**config.mk**
```make
export PLATFORM = sky130hd
export DESIGN_NAME = seq_priority_encoder_flat
export DESIGN_NICKNAME = d
export VERILOG_FILES = /design/src/rtl/seq_priority_encoder_if.sv /design/src/rtl/seq_priority_encoder.sv /design/src/flat_wrapper.sv
export SDC_FILE = /design/constraint.sdc
export NUM_CORES = 1
export LEC_CHECK = 0
export ABC_AREA = 0
export CAP_MARGIN = 20
export CORE_MARGIN = 10
export CORE_UTILIZATION = 45
export DETAILED_ROUTE_END_ITERATION = 10
export PLACE_DENSITY = 0.83
export SYNTH_ARGS = -nofsm -noshare
export SYNTH_HDL_FRONTEND = slang
export SYNTH_SLANG_ARGS = --single-unit
```
**constraint.sdc**
```tcl
create_clock -name clk -period 1.9 [get_ports clk]
set_input_delay 0.19 -clock clk [delete_from_list [all_inputs] [get_ports clk]]
set_output_delay 0.19 -clock clk [all_outputs]
set_load 0.01 [all_outputs]
```
**src/rtl/seq_priority_encoder_if.sv**
```systemverilog
// rtl/seq_priority_encoder_if.sv - request/index handshake bundle for seq_priority_encoder
//
// Purpose: groups the input-vector handshake, the index-output handshake and
//          the status flags of seq_priority_encoder into one interface.
// Parameters:
//   N      width of the request vector
//   IDX_W  width of the emitted index
// Signals:
//   in_vec     request vector (source -> encoder)
//   in_valid   in_vec is valid (source -> encoder)
//   in_ready   encoder can accept a vector (encoder -> source)
//   out_idx    index of the currently selected bit (encoder -> consumer)
//   out_valid  out_idx is valid (encoder -> consumer)
//   out_ready  consumer accepts out_idx (consumer -> encoder)
//   out_last   out_idx is the final index of the vector (encoder -> consumer)
//   zero_in    one-cycle pulse, an all-zero vector was accepted
//   busy       encoder is draining a vector
// Modports:
//   master  the source/consumer side (drives in_*, out_ready)
//   slave   the encoder side

interface seq_priority_encoder_if #(
   parameter int N     = 8,
   parameter int IDX_W = 3
) ();

   logic [N-1:0]     in_vec;
   logic             in_valid;
   logic             in_ready;
   logic [IDX_W-1:0] out_idx;
   logic             out_valid;
   logic             out_ready;
   logic             out_last;
   logic             zero_in;
   logic             busy;

   modport master (
      output in_vec,
      output in_valid,
      output out_ready,
      input  in_ready,
      input  out_idx,
      input  out_valid,
      input  out_last,
      input  zero_in,
      input  busy
   );

   modport slave (
      input  in_vec,
      input  in_valid,
      input  out_ready,
      output in_ready,
      output out_idx,
      output out_valid,
      output out_last,
      output zero_in,
      output busy
   );

endinterface

```
**src/rtl/seq_priority_encoder.sv**
```systemverilog
// rtl/seq_priority_encoder.sv - sequential priority encoder, one index per handshake
//
// Purpose: captures an N-bit request vector on an input handshake and emits
//          the binary index of every set bit, one per output handshake,
//          then returns to IDLE after the last index.
// Configuration macro:
//   SEQ_PRIO_MSB_FIRST_EN  defined: highest set bit first (descending order)
//                          undefined: lowest set bit first (ascending order)
// Parameters:
//   N      request vector width, 2..64
//   IDX_W  index width, must equal $clog2(N)
// Ports:
//   clk    rising-edge clock
//   rst    synchronous, active-high reset
//   bus    seq_priority_encoder_if.slave
//          in_vec/in_valid/in_ready   vector input handshake
//          out_idx/out_valid/out_ready/out_last  index output handshake
//          zero_in  one-cycle pulse after an all-zero vector is accepted
//          busy     high while draining a vector

module seq_priority_encoder #(
   parameter int N     = 8,
   parameter int IDX_W = 3
) (
   input  logic                   clk,
   input  logic                   rst,
   seq_priority_encoder_if.slave  bus
);

   // Elaboration-time parameter checks.
   generate
      if (N < 2 || N > 64) begin : g_bad_n
         $error("seq_priority_encoder: N=%0d outside 2..64", N);
      end
      if (IDX_W != $clog2(N)) begin : g_bad_idx_w
         $error("seq_priority_encoder: IDX_W=%0d must be $clog2(N)=%0d", IDX_W, $clog2(N));
      end
   endgenerate

   typedef enum logic {
      IDLE  = 1'b0,
      DRAIN = 1'b1
   } state_t;

   state_t           state_q;
   state_t           state_d;
   logic [N-1:0]     pending_q;
   logic [N-1:0]     pending_d;
   logic             zero_q;
   logic             zero_d;

   logic [IDX_W-1:0] sel_idx;
   logic [N-1:0]     sel_mask;
   logic             sel_single;
   logic             in_fire;
   logic             out_fire;

   // Pick the next bit of pending. The loop runs toward the preferred end so
   // the last hit (the preferred bit) wins; sel_mask is its one-hot.
   always_comb begin
      sel_idx  = '0;
      sel_mask = '0;
`ifdef SEQ_PRIO_MSB_FIRST_EN
      for (int i = 0; i < N; i++) begin
         if (pending_q[i]) begin
            sel_idx     = IDX_W'(i);
            sel_mask    = '0;
            sel_mask[i] = 1'b1;
         end
      end
`else
      for (int i = N - 1; i >= 0; i--) begin
         if (pending_q[i]) begin
            sel_idx     = IDX_W'(i);
            sel_mask    = '0;
            sel_mask[i] = 1'b1;
         end
      end
`endif
   end

   // Exactly one bit left: nothing remains once the selected bit is removed.
   assign sel_single = (pending_q != '0) && ((pending_q & ~sel_mask) == '0);

   assign in_fire  = bus.in_valid  && (state_q == IDLE);
   assign out_fire = bus.out_ready && (state_q == DRAIN);

   // Next-state and pending update.
   always_comb begin
      state_d   = state_q;
      pending_d = pending_q;
      zero_d    = 1'b0;
      case (state_q)
         IDLE: begin
            if (in_fire) begin
               if (bus.in_vec == '0) begin
                  zero_d = 1'b1;
               end else begin
                  pending_d = bus.in_vec;
                  state_d   = DRAIN;
               end
            end
         end
         DRAIN: begin
            if (pending_q == '0) begin
               // Unreachable in normal operation; never stall in DRAIN
               // with nothing to emit.
               state_d = IDLE;
            end else if (out_fire) begin
               pending_d = pending_q & ~sel_mask;
               if (sel_single) begin
                  state_d   = IDLE;
                  pending_d = '0;
               end
            end
         end
         default: begin
            state_d   = IDLE;
            pending_d = '0;
         end
      endcase
   end

   always_ff @(posedge clk) begin
      if (rst) begin
         state_q   <= IDLE;
         pending_q <= '0;
         zero_q    <= 1'b0;
      end else begin
         state_q   <= state_d;
         pending_q <= pending_d;
         zero_q    <= zero_d;
      end
   end

   // Outputs depend only on state_q, pending_q and zero_q, so there is no
   // combinational path from the input handshake to the output side.
   assign bus.in_ready  = (state_q == IDLE);
   assign bus.out_valid = (state_q == DRAIN);
   assign bus.busy      = (state_q == DRAIN);
   assign bus.out_idx   = (state_q == DRAIN) ? sel_idx : '0;
   assign bus.out_last  = (state_q == DRAIN) && sel_single;
   assign bus.zero_in   = zero_q;

endmodule

```
**src/flat_wrapper.sv**
```systemverilog
// flat-port wrapper written by rule: the top's interface ports become plain ports
module seq_priority_encoder_flat 
#(
   parameter int N     = 8,
   parameter int IDX_W = 3
)
  (clk, rst, bus_in_vec, bus_in_valid, bus_out_ready, bus_in_ready, bus_out_idx, bus_out_valid, bus_out_last, bus_zero_in, bus_busy);
  seq_priority_encoder_if #(.N(N), .IDX_W(IDX_W)) bus_i ();
  input  logic clk;
  input  logic rst;
  input wire logic [$bits(bus_i.in_vec)-1:0] bus_in_vec;
  input wire logic [$bits(bus_i.in_valid)-1:0] bus_in_valid;
  input wire logic [$bits(bus_i.out_ready)-1:0] bus_out_ready;
  output wire logic [$bits(bus_i.in_ready)-1:0] bus_in_ready;
  output wire logic [$bits(bus_i.out_idx)-1:0] bus_out_idx;
  output wire logic [$bits(bus_i.out_valid)-1:0] bus_out_valid;
  output wire logic [$bits(bus_i.out_last)-1:0] bus_out_last;
  output wire logic [$bits(bus_i.zero_in)-1:0] bus_zero_in;
  output wire logic [$bits(bus_i.busy)-1:0] bus_busy;
  assign bus_i.in_vec = bus_in_vec;
  assign bus_i.in_valid = bus_in_valid;
  assign bus_i.out_ready = bus_out_ready;
  assign bus_in_ready = bus_i.in_ready;
  assign bus_out_idx = bus_i.out_idx;
  assign bus_out_valid = bus_i.out_valid;
  assign bus_out_last = bus_i.out_last;
  assign bus_zero_in = bus_i.zero_in;
  assign bus_busy = bus_i.busy;
  seq_priority_encoder #(.N(N), .IDX_W(IDX_W)) u_core (.clk(clk), .rst(rst), .bus(bus_i));
endmodule
```
=== Word-level counts from Yosys, hierarchy flattened ===
Index checks and enable logic that the tools add are counted.

* Equality and inequality tests: 4
* Multiplexer cells: 30
* Bitwise logic cells: 4
* Reductions and logical operators: 10

{| class="wikitable"
|+ Operators by type and width
! operator !! number
|-
| $mux W8 || 13
|-
| $mux W3 || 9
|-
| $logic_not A8 Y1 || 3
|-
| $pmux W8 S2 || 1
|-
| $and A8 B8 Y8 || 1
|-
| $not A8 Y8 || 1
|-
| $reduce_bool A8 Y1 || 1
|-
| $mux W1 || 6
|-
| $ne A2 B2 Y1 const B || 3
|-
| $logic_and A1 B1 Y1 || 4
|-
| $reduce_and A4 Y1 || 1
|-
| $reduce_or A3 Y1 || 1
|-
| $ne A2 B1 Y1 const B || 1
|-
| $not A1 Y1 || 2
|-
| $pmux W1 S2 || 1
|}

* Register bits after elaboration: 10
* Bits of input ports: 12
* Output and inout bits: 8

=== Depth between registers and ports, before layout ===
* Depth after elaboration: 16
* Depth in mapped cells: 6
* Depth with buffers taken out: 4

=== Worst setup path after synthesis ===
OpenSTA, ideal clock, no wires.

* Kind: reg-to-output
* From: register u_core.pending_q[0]
* To: output port bus_out_last
* Arrival time: 1.695 ns
* Data required time: 1.710 ns
* Slack: 0.015 ns
* Cell stages (with the launch flop): 7
* Path through: dfxtp_1 buf_6 or4_4 buf_6 a2111oi_4 or3_1 nor3b_2

* Word-level cells in the longest chain between the ends: 6

{| class="wikitable"
|+ RTL lines
! element !! RTL line !! text
|-
| start, declared || seq_priority_encoder.sv:47 || <nowiki>logic [N-1:0] pending_q;</nowiki>
|-
| start signal, assigned || seq_priority_encoder.sv:131 || <nowiki>pending_q <= pending_d;</nowiki>
|-
| $mux W8 || seq_priority_encoder.sv:73 || <nowiki>if (pending_q[i]) begin</nowiki>
|-
| $not A8 Y8 || seq_priority_encoder.sv:83 || <nowiki>assign sel_single = (pending_q != '0) && ((pending_q & ~sel_mask) == '0);</nowiki>
|-
| $and A8 B8 Y8 || seq_priority_encoder.sv:83 ||
|-
| $logic_not A8 Y1 || seq_priority_encoder.sv:83 ||
|-
| $logic_and A1 B1 Y1 * || seq_priority_encoder.sv:83 ||
|-
| $logic_and A1 B1 Y1 * || seq_priority_encoder.sv:142 || <nowiki>assign bus.out_last = (state_q == DRAIN) && sel_single;</nowiki>
|-
| end, declared || flat_wrapper.sv:17 || <nowiki>output wire logic [$bits(bus_i.out_last)-1:0] bus_out_last;</nowiki>
|}

Every way passes the cells marked *; elsewhere a longest branch is shown, timed or not.

=== Worst setup path in the final report ===
* From: register u_core.pending_q[1]
* To: output port bus_out_last

* Word-level cells in the longest chain between the ends: 7

{| class="wikitable"
|+ RTL lines
! element !! RTL line
|-
| $mux W8 (2 in a row) || seq_priority_encoder.sv:73
|-
| $not A8 Y8 || seq_priority_encoder.sv:83
|-
| $and A8 B8 Y8 || seq_priority_encoder.sv:83
|-
| $logic_not A8 Y1 || seq_priority_encoder.sv:83
|-
| $logic_and A1 B1 Y1 * || seq_priority_encoder.sv:83
|-
| $logic_and A1 B1 Y1 * || seq_priority_encoder.sv:142
|}

Marked as above.

==> metrics.md <==
| Metric | Value |
|---|---|
| Wire length per cell | `16.0 um` |
| Hold WC Path Type | `input pin to flop` |
| 1st-pass router iterations | `4` |
| P_leak | `0.383 nW` |
| Syn. warnings | `0` |
| #FFs+latches synth | `10` |
| Worst-Skew Late Latency | `280 ps` |
| Root Driver | `clkbuf_4` |
| Clock skew | `3.91 ps` |
| Total global-route track usage | `12.1%` |
| Most common flop cell mapped by yosys | `dfxtp_1` |
| Area after DPL | `920 sq um` |
| Sw frac | `32.2%` |
| Clock Path Buffers | `2` |
| CP delay by family, top | `simple AND/OR/NAND/NOR gates` |
| RSZ-0062 raised after global routing | `true` |
| Async S/R FF share, synth | `0%` |
| HP Start | `bus_in_vec[5]` |
| Diode count | `0` |
| Drt drc | `0` |
| R2R Path End | `u_core.pending_q[6]$_SDFFE_PP0P_` |
| Rows | `14` |
| Hold Fails Final Rpt | `0` |
| Hold endpoint | `u_core.pending_q[5]$_SDFFE_PP0P_` |
| Cell-internal power | `490 uW` |
| Area of the die | `3510 sq um` |
| CP Class | `flop to output port` |
| Maxcap violations | `0` |
| Combinational Power Share | `37.9%` |
| Fmax | `470 MHz` |
| Total power | `723 uW` |
| Sequential power share | `34.2%` |
| Post-DP HPWL | `1.50 mm` |
| Failing checks | `negative setup slack` |
| CP cell instances | `or4_4, a2111oi_4, or3_1, nor3b_2, buf_2` |
| Synth cell types | `35` |
| Vias per cell | `6.02` |
| Antenna violations before repair | `0` |
| Worst vdd ir | `0.432 mV` |
| Post-layout min period | `2130 ps` |
| CTS tree | `done` |
| First-pass GRT wire length | `3.37 mm` |
| Syn Std Cell Area | `692 sq um` |
| Share of layout cells above drive strength 1 | `28.8%` |
| Vias in the first global route | `750` |
| H-tree lvl count | `1` |
| Layout Area Growth over Synthesis | `45.9%` |
| Critical path buffers and inverters | `1` |
| CP max stage delay | `580 ps` |
| Detailed router's first-iteration violation count | `25` |
| Post-synth EDFFs | `0` |
| Initial core utilization | `47.0%` |
| Worst R2R Start | `u_core.pending_q[1]$_SDFFE_PP0P_` |
| Outcome | `finished, violations left` |
| Placeable Area | `1470 sq um` |
| Layout Nets | `124` |
| R2R setup slack | `110 ps` |
| Max-slew violations | `0` |
| Critical Path AT | `1940 ps` |
| GRT Residual Overflow | `0` |
| Power per cell area | `716 nW/um^2` |
| Crit path required time | `1710 ps` |
| Largest net degree at the start of global routing | `11` |
| Die X | `59.2 um` |
| Final wirelength | `2.03 mm` |
| CTS buffer count | `3` |
| Kind of end point of the critical path | `output port` |
| Relative slew slack | `72.0%` |
| Worst-path maximum fanout | `3` |
| GPL Wtd Cong | `0.872` |
| Most frequent cells in the layout | `clkdlybuf4s50_1 (15), buf_4 (13), nand2_1 (7), nand3_1 (7), dfxtp_1 (7)` |
| Tcrit/Tclk final | `112%` |
| Startpoint Class | `flop` |
| # IOs | `20` |
| I/O Buffers | `19` |
| Chip height | `59.2 um` |
| NetSw | `233 uW` |
| Final setup margin | `-229 ps` |
| Syn nets | `94` |
| Commonest non-fill, non-tap cell in the layout | `clkdlybuf4s50_1` |
| Avg Cell Area, Syn | `8.44 sq um` |
| Vias | `764` |
| Clock Sinks | `10` |
| Clock share of power | `28.0%` |
| Hold-fix buffers at CTS | `0` |
| Worst-Margin Slew | `416 ps` |
| CTS clk-pin slew, worst paths | `70 ps` |
| Hold path depth | `3` |
| Worst reg2reg path depth | `6` |
| Routed Antenna Nets | `0` |
| Fin area | `1010 sq um` |
| Cells after Synth | `82` |
| Slowest cell on crit path | `or4_4` |
| Setup violators final | `1` |
| Register area share after synthesis | `28.9%` |
[flip-flops by register name, summed over array words and instances, names as in the netlist]
name / count
u_core.pending_q: 8
u_core.bus.zero_in: 1
u_core.bus.busy: 1
[metal layers]
layer	part of all wire [%]	up-vias	track usage, %
li1	-	368	-
met1	42	365	14.3
met2	48	26	18.7
met3	7.8	5	3.86
met4	2.3	0	6.56
met5	0	-	0
[worst reg2reg max path, stage by stage, from the launching register on]
cell and delay (ps):
dfxtp_2 330, or4_4 580, buf_6 160, buf_6 110, o211ai_4 280, nand3_1 150
a21oi_2 130
[per-stage QoR]
stage | instances | hold WS (ps) | setup TNS, ps | util (%) | setup WS, ps
after floorplan | 82 | 323 | 0 | - | 15.0
after global placement | 120 | 611 | -321 | 62.5 | -321
after detailed placement | 120 | 623 | -360 | 62.5 | -360
after CTS | 127 | 511 | -214 | 66.4 | -214
after global routing | 127 | 544 | -358 | 68.6 | -358
final | 127 | 517 | -229 | 68.6 | -229
[how the worst max path moves through the flow]
stage | start | to | slack (ps) | cells after the start
6_report | u_core.pending_q[1]$_SDFFE_PP0P_ | bus_out_last | -230 | 5
5_1_grt | u_core.pending_q[1]$_SDFFE_PP0P_ | bus_out_last | -360 | 5
4_1_cts | u_core.pending_q[1]$_SDFFE_PP0P_ | bus_out_last | -210 | 5
3_5_place_dp | u_core.pending_q[2]$_SDFFE_PP0P_ | bus_out_last | -360 | 5
3_3_place_gp | u_core.pending_q[2]$_SDFFE_PP0P_ | bus_out_last | -320 | 5
2_1_floorplan | u_core.pending_q[0]$_SDFFE_PP0P_ | bus_out_last | 20 | 6
[cell families (layout without fill, tap and decap cells)]
kind of cell	count (synthesis)	after routing	share of synthesized area (%)
and+or+nand+nor	34	34	27.5
buffers and inverters	12	41	12.1
AOI/OAI and AO/OA	26	26	31.5
DFF	10	10	28.9
[power by group through the flow]
| stage | registers (mW) | logic, mW | clock network [mW] |
|---|---|---|---|
| floorplan | 0.249 | 0.150 | 0 |
| global placement | 0.246 | 0.236 | 0 |
| detailed placement | 0.248 | 0.241 | 0 |
| CTS | 0.244 | 0.258 | 0.200 |
| global route | 0.250 | 0.298 | 0.214 |
| finish | 0.247 | 0.274 | 0.202 |
[synthesized netlist by cell type, types with 2 or more instances]
cell	instances	area (sq um)
o211ai_1	3	22.5
inv_1	3	11.3
nand3_1	8	40.0
dfxtp_1	10	200
a32oi_1	3	26.3
buf_2	2	10.0
o21ai_0	2	10.0
a31oi_1	4	25.0
a21oi_1	5	25.0
nor2_1	5	18.8
nor3_1	2	10.0
nor4_1	3	18.8
buf_6	3	33.8
nand2_1	7	26.3
a211oi_1	2	15.0
[area by class of cell]
class,instances,area [sq um]
Fill cell,121,462
Multi-Input combinational cell,60,440
Timing Repair Buffer,34,298
Sequential cell,10,204
Clock buffer,4,36.3
Tap cell,16,20.0
Inverter,3,11.3
[what timing repair did]
| item | 4_1_cts | 5_1_grt |
|---|---|---|
| pin swaps | 3 | 5 |
| setup endpoints to repair | 4 | 6 |
| setup buffers | 3 | 0 |
| gates resized for setup | 14 | 6 |
| cloned | 0 | 0 |
No activity file was read; power rests on OpenSTA's default activity.
